<file path="config.mk">
export PLATFORM = sky130hd
export DESIGN_NAME = ft_fault_campaign_ctrl
export DESIGN_NICKNAME = d
export VERILOG_FILES = /design/src/rtl/ft_fault_campaign_pkg.sv /design/src/rtl/ft_pulse_gen.sv /design/src/rtl/ft_fault_campaign_ctrl.sv
export SDC_FILE = /design/constraint.sdc
export NUM_CORES = 1
export LEC_CHECK = 0
export CAP_MARGIN = 10
export CELL_PAD_IN_SITES_DETAIL_PLACEMENT = 0
export CELL_PAD_IN_SITES_GLOBAL_PLACEMENT = 2
export CORE_UTILIZATION = 42
export DETAILED_ROUTE_END_ITERATION = 7
export DONT_BUFFER_PORTS = 1
export PLACE_DENSITY_LB_ADDON = 0.1
export SYNTH_ARGS = -nofsm -noshare
export SYNTH_HDL_FRONTEND = slang
export SYNTH_SLANG_ARGS = --single-unit
</file>
<file path="constraint.sdc">
create_clock -name clk_i -period 12 [get_ports clk_i]
set_clock_uncertainty 0.15 [all_clocks]
set_input_delay 2.4 -clock clk_i [delete_from_list [all_inputs] [get_ports clk_i]]
set_output_delay 2.4 -clock clk_i [all_outputs]
set_load 0.03 [all_outputs]
</file>
<file path="src/rtl/ft_fault_campaign_pkg.sv">
// Shared types for the fault-campaign controller: FSM state encoding and schedule entry layout.
package ft_fault_campaign_pkg;

    localparam int unsigned DEF_NUM_CH = 2;
    localparam int unsigned DEF_CNT_W  = 32;
    localparam int unsigned DEF_LEN_W  = 8;

    typedef enum logic [1:0] {
        ST_IDLE  = 2'd0,
        ST_RESET = 2'd1,
        ST_RUN   = 2'd2,
        ST_END   = 2'd3
    } state_e;

    // Field widths follow the default controller configuration; the top casts at the boundary.
    typedef struct packed {
        logic [DEF_CNT_W-1:0]  cycle;
        logic [DEF_NUM_CH-1:0] mask;
        logic [DEF_LEN_W-1:0]  len;
    } event_t;

endpackage

</file>
<file path="src/rtl/ft_pulse_gen.sv">
// Per-channel error pulse generator: loadable down-counter where a new load only extends the pulse.
module ft_pulse_gen
    import ft_fault_campaign_pkg::*;
#(
    parameter int unsigned LEN_W = DEF_LEN_W
) (
    input  logic             clk_i,
    input  logic             rst_ni,
    input  logic             clr_i,
    input  logic             load_i,
    input  logic [LEN_W-1:0] len_i,
    output logic             active_o
);

    logic [LEN_W-1:0] cnt_q, cnt_d;
    logic [LEN_W-1:0] rem;
    logic             active_q;

    // A load competes with what would remain after this cycle's decrement, so overlaps extend, never add.
    always_comb begin
        rem   = (cnt_q != '0) ? cnt_q - LEN_W'(1) : '0;
        cnt_d = rem;
        if (clr_i) begin
            cnt_d = '0;
        end else if (load_i && (len_i > rem)) begin
            cnt_d = len_i;
        end
    end

    always_ff @(posedge clk_i or negedge rst_ni) begin
        if (!rst_ni) begin
            cnt_q    <= '0;
            active_q <= 1'b0;
        end else begin
            cnt_q    <= cnt_d;
            active_q <= (cnt_d != '0);
        end
    end

    assign active_o = active_q;

endmodule

</file>
<file path="src/rtl/ft_fault_campaign_ctrl.sv">
// Fault-campaign controller: sequences SoC reset/fetch enable, fires scheduled error pulses,
// and reports pass or watchdog timeout.
module ft_fault_campaign_ctrl
    import ft_fault_campaign_pkg::*;
#(
    parameter int unsigned NUM_CH       = DEF_NUM_CH,
    parameter int unsigned NUM_EVENTS   = 4,
    parameter int unsigned CNT_W        = DEF_CNT_W,
    parameter int unsigned LEN_W        = DEF_LEN_W,
    parameter int unsigned RESET_CYCLES = 4
) (
    input  logic                            clk_i,
    input  logic                            rst_ni,
    input  logic                            start_i,
    input  logic                            ev_we_i,
    input  logic [$clog2(NUM_EVENTS)-1:0]   ev_idx_i,
    input  logic [CNT_W-1:0]                ev_cycle_i,
    input  logic [NUM_CH-1:0]               ev_mask_i,
    input  logic [LEN_W-1:0]                ev_len_i,
    input  logic [CNT_W-1:0]                timeout_i,
    input  logic                            done_i,
    output logic                            core_rst_no,
    output logic                            fetch_enable_o,
    output logic [NUM_CH-1:0]               error_o,
    output logic                            busy_o,
    output logic                            pass_o,
    output logic                            timeout_o,
    output logic [CNT_W-1:0]                cycle_o,
    output logic [$clog2(NUM_EVENTS+1)-1:0] inj_count_o
);

    localparam int unsigned IDX_W  = $clog2(NUM_EVENTS);
    localparam int unsigned ICNT_W = $clog2(NUM_EVENTS + 1);
    localparam int unsigned RC_W   = (RESET_CYCLES > 1) ? $clog2(RESET_CYCLES) : 1;

    state_e              st_q, st_d;
    logic [RC_W-1:0]     rcnt_q, rcnt_d;
    logic [CNT_W-1:0]    cycle_q, cycle_d;
    logic [ICNT_W-1:0]   inj_q, inj_d;
    logic                pass_q, pass_d;
    logic                timeout_q, timeout_d;
    logic [NUM_EVENTS-1:0] fired_q, fired_d;
    event_t              ev_q [NUM_EVENTS];
    event_t              ev_d [NUM_EVENTS];

    logic                core_rst_n_q, fetch_q, busy_q;

    logic [NUM_EVENTS-1:0] fire;
    logic [ICNT_W-1:0]   fire_cnt;
    logic [NUM_CH-1:0]   load;
    logic [LEN_W-1:0]    load_len [NUM_CH];
    logic [NUM_CH-1:0]   pulse_active;
    logic                pulse_clr;

    // Entry match: at most once per run, and never at or beyond the watchdog limit.
    always_comb begin
        fire     = '0;
        fire_cnt = '0;
        for (int e = 0; e < NUM_EVENTS; e++) begin
            if ((st_q == ST_RUN) && !fired_q[e] && (ev_q[e].len != '0) &&
                (CNT_W'(ev_q[e].cycle) == cycle_q) &&
                (CNT_W'(ev_q[e].cycle) < timeout_i)) begin
                fire[e]  = 1'b1;
                fire_cnt = fire_cnt + ICNT_W'(1);
            end
        end
        for (int c = 0; c < NUM_CH; c++) begin
            load[c]     = 1'b0;
            load_len[c] = '0;
            for (int e = 0; e < NUM_EVENTS; e++) begin
                if (fire[e] && ev_q[e].mask[c]) begin
                    load[c] = 1'b1;
                    if (LEN_W'(ev_q[e].len) > load_len[c]) begin
                        load_len[c] = LEN_W'(ev_q[e].len);
                    end
                end
            end
        end
    end

    always_comb begin
        st_d      = st_q;
        rcnt_d    = rcnt_q;
        cycle_d   = cycle_q;
        inj_d     = inj_q;
        pass_d    = pass_q;
        timeout_d = timeout_q;
        fired_d   = fired_q;
        ev_d      = ev_q;

        unique case (st_q)
            ST_IDLE, ST_END: begin
                if (start_i) begin
                    st_d = ST_RESET;
                end
            end
            ST_RESET: begin
                if (rcnt_q == RC_W'(RESET_CYCLES - 1)) begin
                    st_d = ST_RUN;
                end else begin
                    rcnt_d = rcnt_q + RC_W'(1);
                end
            end
            ST_RUN: begin
                fired_d = fired_q | fire;
                inj_d   = inj_q + fire_cnt;
                // done_i outranks a coincident watchdog expiry.
                if (done_i) begin
                    pass_d = 1'b1;
                    st_d   = ST_END;
                end else if (cycle_q == timeout_i) begin
                    timeout_d = 1'b1;
                    st_d      = ST_END;
                end else if (cycle_q != '1) begin
                    cycle_d = cycle_q + CNT_W'(1);
                end
            end
            default: st_d = ST_IDLE;
        endcase

        if ((st_d == ST_RESET) && (st_q != ST_RESET)) begin
            rcnt_d    = '0;
            cycle_d   = '0;
            inj_d     = '0;
            pass_d    = 1'b0;
            timeout_d = 1'b0;
            fired_d   = '0;
        end

        if (ev_we_i && ((st_q == ST_IDLE) || (st_q == ST_END))) begin
            for (int e = 0; e < NUM_EVENTS; e++) begin
                if (ev_idx_i == IDX_W'(e)) begin
                    ev_d[e].cycle = DEF_CNT_W'(ev_cycle_i);
                    ev_d[e].mask  = DEF_NUM_CH'(ev_mask_i);
                    ev_d[e].len   = DEF_LEN_W'(ev_len_i);
                end
            end
        end
    end

    always_ff @(posedge clk_i or negedge rst_ni) begin
        if (!rst_ni) begin
            st_q         <= ST_IDLE;
            rcnt_q       <= '0;
            cycle_q      <= '0;
            inj_q        <= '0;
            pass_q       <= 1'b0;
            timeout_q    <= 1'b0;
            fired_q      <= '0;
            core_rst_n_q <= 1'b0;
            fetch_q      <= 1'b0;
            busy_q       <= 1'b0;
            for (int e = 0; e < NUM_EVENTS; e++) begin
                ev_q[e] <= '0;
            end
        end else begin
            st_q         <= st_d;
            rcnt_q       <= rcnt_d;
            cycle_q      <= cycle_d;
            inj_q        <= inj_d;
            pass_q       <= pass_d;
            timeout_q    <= timeout_d;
            fired_q      <= fired_d;
            // Core reset stays released in END so the SoC state remains inspectable.
            core_rst_n_q <= (st_d == ST_RUN) || (st_d == ST_END);
            fetch_q      <= (st_d == ST_RUN);
            busy_q       <= (st_d == ST_RESET) || (st_d == ST_RUN);
            for (int e = 0; e < NUM_EVENTS; e++) begin
                ev_q[e] <= ev_d[e];
            end
        end
    end

    // Pulses only live in RUN; leaving it (including via done/timeout) truncates them at once.
    assign pulse_clr = (st_d != ST_RUN);

    for (genvar c = 0; c < NUM_CH; c++) begin : g_ch
        ft_pulse_gen #(
            .LEN_W (LEN_W)
        ) u_pulse (
            .clk_i    (clk_i),
            .rst_ni   (rst_ni),
            .clr_i    (pulse_clr),
            .load_i   (load[c]),
            .len_i    (load_len[c]),
            .active_o (pulse_active[c])
        );
    end

    assign core_rst_no    = core_rst_n_q;
    assign fetch_enable_o = fetch_q;
    assign error_o        = pulse_active;
    assign busy_o         = busy_q;
    assign pass_o         = pass_q;
    assign timeout_o      = timeout_q;
    assign cycle_o        = cycle_q;
    assign inj_count_o    = inj_q;

endmodule

</file>
==> results <==
- In this run the critical register-to-register path is launched from cycle_o[26].
- After synthesis, the largest area contributor takes up 34.0% of total cell area.
- The starting DRC count in detailed routing is 928.
- The ratio of routed vias to standard cells is 5.78.
- The clock latency of the later-clocked register in the worst-skew pair is 0.59 ns.
- The share of post-route cells with drive strength above 1 is 16.1%.
- Relative to the synthesized area, the layout overhead comes to 9.53%.
- Synthesis produced a netlist whose cell count is 1750.
- The max-slew violation count is 0.
- The residual antenna-violating net count after detailed routing is 0.
- The initial antenna violation count is 1.
- In the post-synthesis netlist, the biggest area contributors are sky130_fd_sc_hd__dfrtp_1 (34%), sky130_fd_sc_hd__ha_1 (15%), sky130_fd_sc_hd__mux2_2 (11%).
- The number of different library cells used by synthesis comes to 73.
- Synthesis inferred 234 register bits.
- The post-layout total power is 4.19 mW.
- The share of synthesized flip-flops with an asynchronous set or reset is 100%.
- After detailed placement, the total cell area comes to 17800 sq um.
- In the post-route analysis, the smallest setup slack over all paths is 0.748 ns.
- met2 is the most crowded layer.
- The total area inside the core boundary comes to 40100 sq um.
- The met3 track demand over resource is 5.44%.
- The worst path required time is 12.29 ns.
- The number of global-route vias before repair is 13557.
- For this design, the sink count on the clock tree is 234.
- Setup repair after global routing left no endpoint under its margin.
- Entering global routing, the biggest net connects 235 pins.
- In this run the cell area of the synthesized design comes to 17200 sq um.
- The net count of the mapped netlist is 2035.
- Port buffering added 0 buffers.
- After detailed routing, the average wire length per cell comes to 26.0 um.
- For this configuration, the core starts out at a cell density of 42.9%.
- STA classifies the critical path endpoint as a flop.
- The CTS tree is done.
- The number of hold violations in the final report is 0.
- The detailed-route wire length is 59700 um.
- Yosys instantiated no cell more often than sky130_fd_sc_hd__dfrtp_1.
- Global routing consumed, over all layers together, 29.2% of the routing resources.
- The number of max-cap violations is 0.
- Counting flops with a built-in enable in the synthesized netlist gives 0.
- The number of standard-cell rows in the floorplan is 73.
- The total I/O pin count is 123.
- In this run the worst setup path begins at timeout_i[2].
- The routability-driven placement congestion ratio is 0.948.
- By startpoint and endpoint, the worst setup path is classified as in2reg.
- For this run, the post-layout net count is 2033.
- The number of antenna diodes in the final layout is 0.
- The first-pass GRT wire length is 89800 um.
- In this run the vertical extent of the chip is 204 um.
- The count of unresolved DRC violations after routing is 0.
- The Yosys step of the flow raised 0 warnings.
- The tightest slew margin relative to the limit is 10.9%.
- The top cell type by total area after synthesis is sky130_fd_sc_hd__dfrtp_1.
- Data arrives at the worst endpoint at 11.54 ns.
- The chip width is 204 um.
- The largest single stage delay on the critical path is 0.57 ns.
- The power density over the cells is 222 nW/um^2.
- The number of buffers created by CTS is 30.
- Once layout is done, the placed cells without fillers occupy 18900 sq um.
- For this run, the top clock speed supported by timing is 88.9 MHz.
- The half-perimeter wire length after detailed placement is 46900 um.
- Global routing used 37.3% of the available met1 tracks.
- Setup violations remaining at the end of the flow were counted as 0.
- The maximum fanout count along the critical path is 16.
- The worst setup path is launched from a primary input.
- The met2 track demand over resource in global routing is 49.1%.
- For this design the static power due to leakage is 8.19 nW.
- The smallest clock period supported by the final layout is computed as 11.25 ns.
- The worst setup timing slack at the placement stage is -0.205 ns.
- The most used flip-flop cell after synthesis is sky130_fd_sc_hd__dfrtp_1.
- The run finished with clean final reports.
- The number of H-tree branching levels is 1.
- The final worst-path cycle share is 93.8%.
- At the end of the flow the core is filled with cells to 47.0%.
- The die covers 41800 sq um.
- The sequential element share of the synthesized area is 34.0%.
- The number of search-and-repair iterations in the first detailed-routing pass is 5.
- The worst hold path begins at fired_q[2].
- The vias after detailed routing is 13266.
- The worst IR drop on VDD is 0.146 mV.
- For this run, the number of standard cells in the final layout without fillers is 2295.
- After clock tree synthesis, the clock-pin slew on the worst setup and hold paths is 0.06 ns.
- The total overflow left after global routing is 0.
- The longest clock path from root to sink contains 3 buffers.
- Including well taps, the total number of placed cells is 2238.
- In this run the worst hold path is classified as reg2reg.
- By count the netlist is led by sky130_fd_sc_hd__dfrtp_1 (234), sky130_fd_sc_hd__ha_1 (203), sky130_fd_sc_hd__mux2_2 (168), sky130_fd_sc_hd__xnor2_1 (124), sky130_fd_sc_hd__nand2_1 (121).
- The critical path's slowest cell is sky130_fd_sc_hd__o41ai_2.
- The average instance area after synthesis is 9.84 sq um.
- The transition at the pin with the smallest max-transition slack is 1.32 ns.
- In this run the clock root is driven by a sky130_fd_sc_hd__clkbuf_16.
what timing repair did:
item	in CTS	in global routing
endpoints found under the setup margin	0	9
setup buffers	0	3
gates resized for setup	0	6
hold buffers	0	0
power by group:
group	switching [mW]	internal, mW	total (mW)
Clock	0.375	0.596	0.971
Sequential	0.415	1.09	1.51
Combinational	0.929	0.786	1.72
Total	1.72	2.47	4.19
metal layers:
metal  up-vias  share of wire [%]
met5         -                  0
met4         0                4.0
met3        83                4.9
met2       287                 48
met1      6586                 44
li1       6310                  -
flip-flops by register name (all words and copies together) (netlist names):
signal,flops
rcnt_q,2
busy_o,1
st_q,2
ev_q,168
timeout_o,1
cycle_o,32
inj_count_o,3
g_ch.u_pulse.active_o,2
fired_q,4
g_ch.u_pulse.cnt_q,16
pass_o,1
fetch_enable_o,1
core_rst_no,1
cell families after synthesis:
group	share of synthesized area, %
xor gates and xnor gates	10.0
AOI/OAI and AO/OA	10.7
muxes	11.7
DFF	34.0
and+or+nand+nor	14.4
adders and majority gates	14.9
buffers and inverters	4.41
layout make-up:
class / count / area [sq um]
fillers: 3864 / 21200
repair buffers: 38 / 285
well taps: 525 / 657
clock inverters: 16 / 220
clock buffers: 38 / 832
flip-flops and latches: 234 / 5860
multi-input cells: 1347 / 10600
inverters: 97 / 364
final timing paths:
path / end / slack [ns] / cells past startpoint
worst max-delay path: g_ch[1].u_pulse.active_o / 0.75 / 47
worst min-delay path: fired_q[2] / 0.36 / 2
worst max register to register: g_ch[1].u_pulse.active_o / 1.68 / 45
worst min register to register: fired_q[2] / 0.36 / 2
max in group asynchronous: cycle_o[20] / 9.79 / 0
min in group asynchronous: core_rst_no / 1.37 / 0
critical path, delay by kind of cell:
kind / cells / cell delay [ns]
AO/OA/AOI/OAI: 23 / 4.75
AND/OR/NAND/NOR: 11 / 1.67
adder cells (fa/ha/maj): 5 / 1.38
buffers and inverters: 6 / 0.72
multiplexers: 2 / 0.58
cells in the final DEF (no fill, tap or decap), types with 5 or more instances in the layout:
cell type	Yosys	final
sky130_fd_sc_hd__a211oi_1	7	6
sky130_fd_sc_hd__a21o_1	28	28
sky130_fd_sc_hd__a21oi_1	84	83
sky130_fd_sc_hd__and2_1	5	5
sky130_fd_sc_hd__and3_1	9	9
sky130_fd_sc_hd__and4_1	7	7
sky130_fd_sc_hd__buf_4	3	38
sky130_fd_sc_hd__bufinv_16	0	5
sky130_fd_sc_hd__clkbuf_16	0	31
sky130_fd_sc_hd__clkinv_2	0	7
sky130_fd_sc_hd__dfrtp_1	234	234
sky130_fd_sc_hd__ha_1	203	203
sky130_fd_sc_hd__inv_1	95	95
sky130_fd_sc_hd__mux2_2	168	168
sky130_fd_sc_hd__mux2i_1	10	9
sky130_fd_sc_hd__nand2_1	121	119
sky130_fd_sc_hd__nand2b_1	15	15
sky130_fd_sc_hd__nand3_1	38	38
sky130_fd_sc_hd__nand4_1	77	77
sky130_fd_sc_hd__nor2_1	87	87
sky130_fd_sc_hd__nor2b_1	15	14
sky130_fd_sc_hd__nor3_1	26	25
sky130_fd_sc_hd__nor4_1	32	32
sky130_fd_sc_hd__o211ai_1	9	9
sky130_fd_sc_hd__o21a_1	27	27
sky130_fd_sc_hd__o21ai_0	83	82
sky130_fd_sc_hd__o311ai_0	8	8
sky130_fd_sc_hd__or2_2	7	7
sky130_fd_sc_hd__or3_1	16	16
sky130_fd_sc_hd__xnor2_1	124	124
sky130_fd_sc_hd__xor2_1	71	71
per-stage QoR:
| stage | setup TNS [ns] | hold WS, ns |
|---|---|---|
| floorplan | 0 | 0.317 |
| global placement | 0 | 0.337 |
| detailed placement | -0.361 | 0.347 |
| CTS | 0 | 0.362 |
| global route | 0 | 0.378 |
| finish | 0 | 0.363 |
No activity file was read; power rests on OpenSTA's default activity.
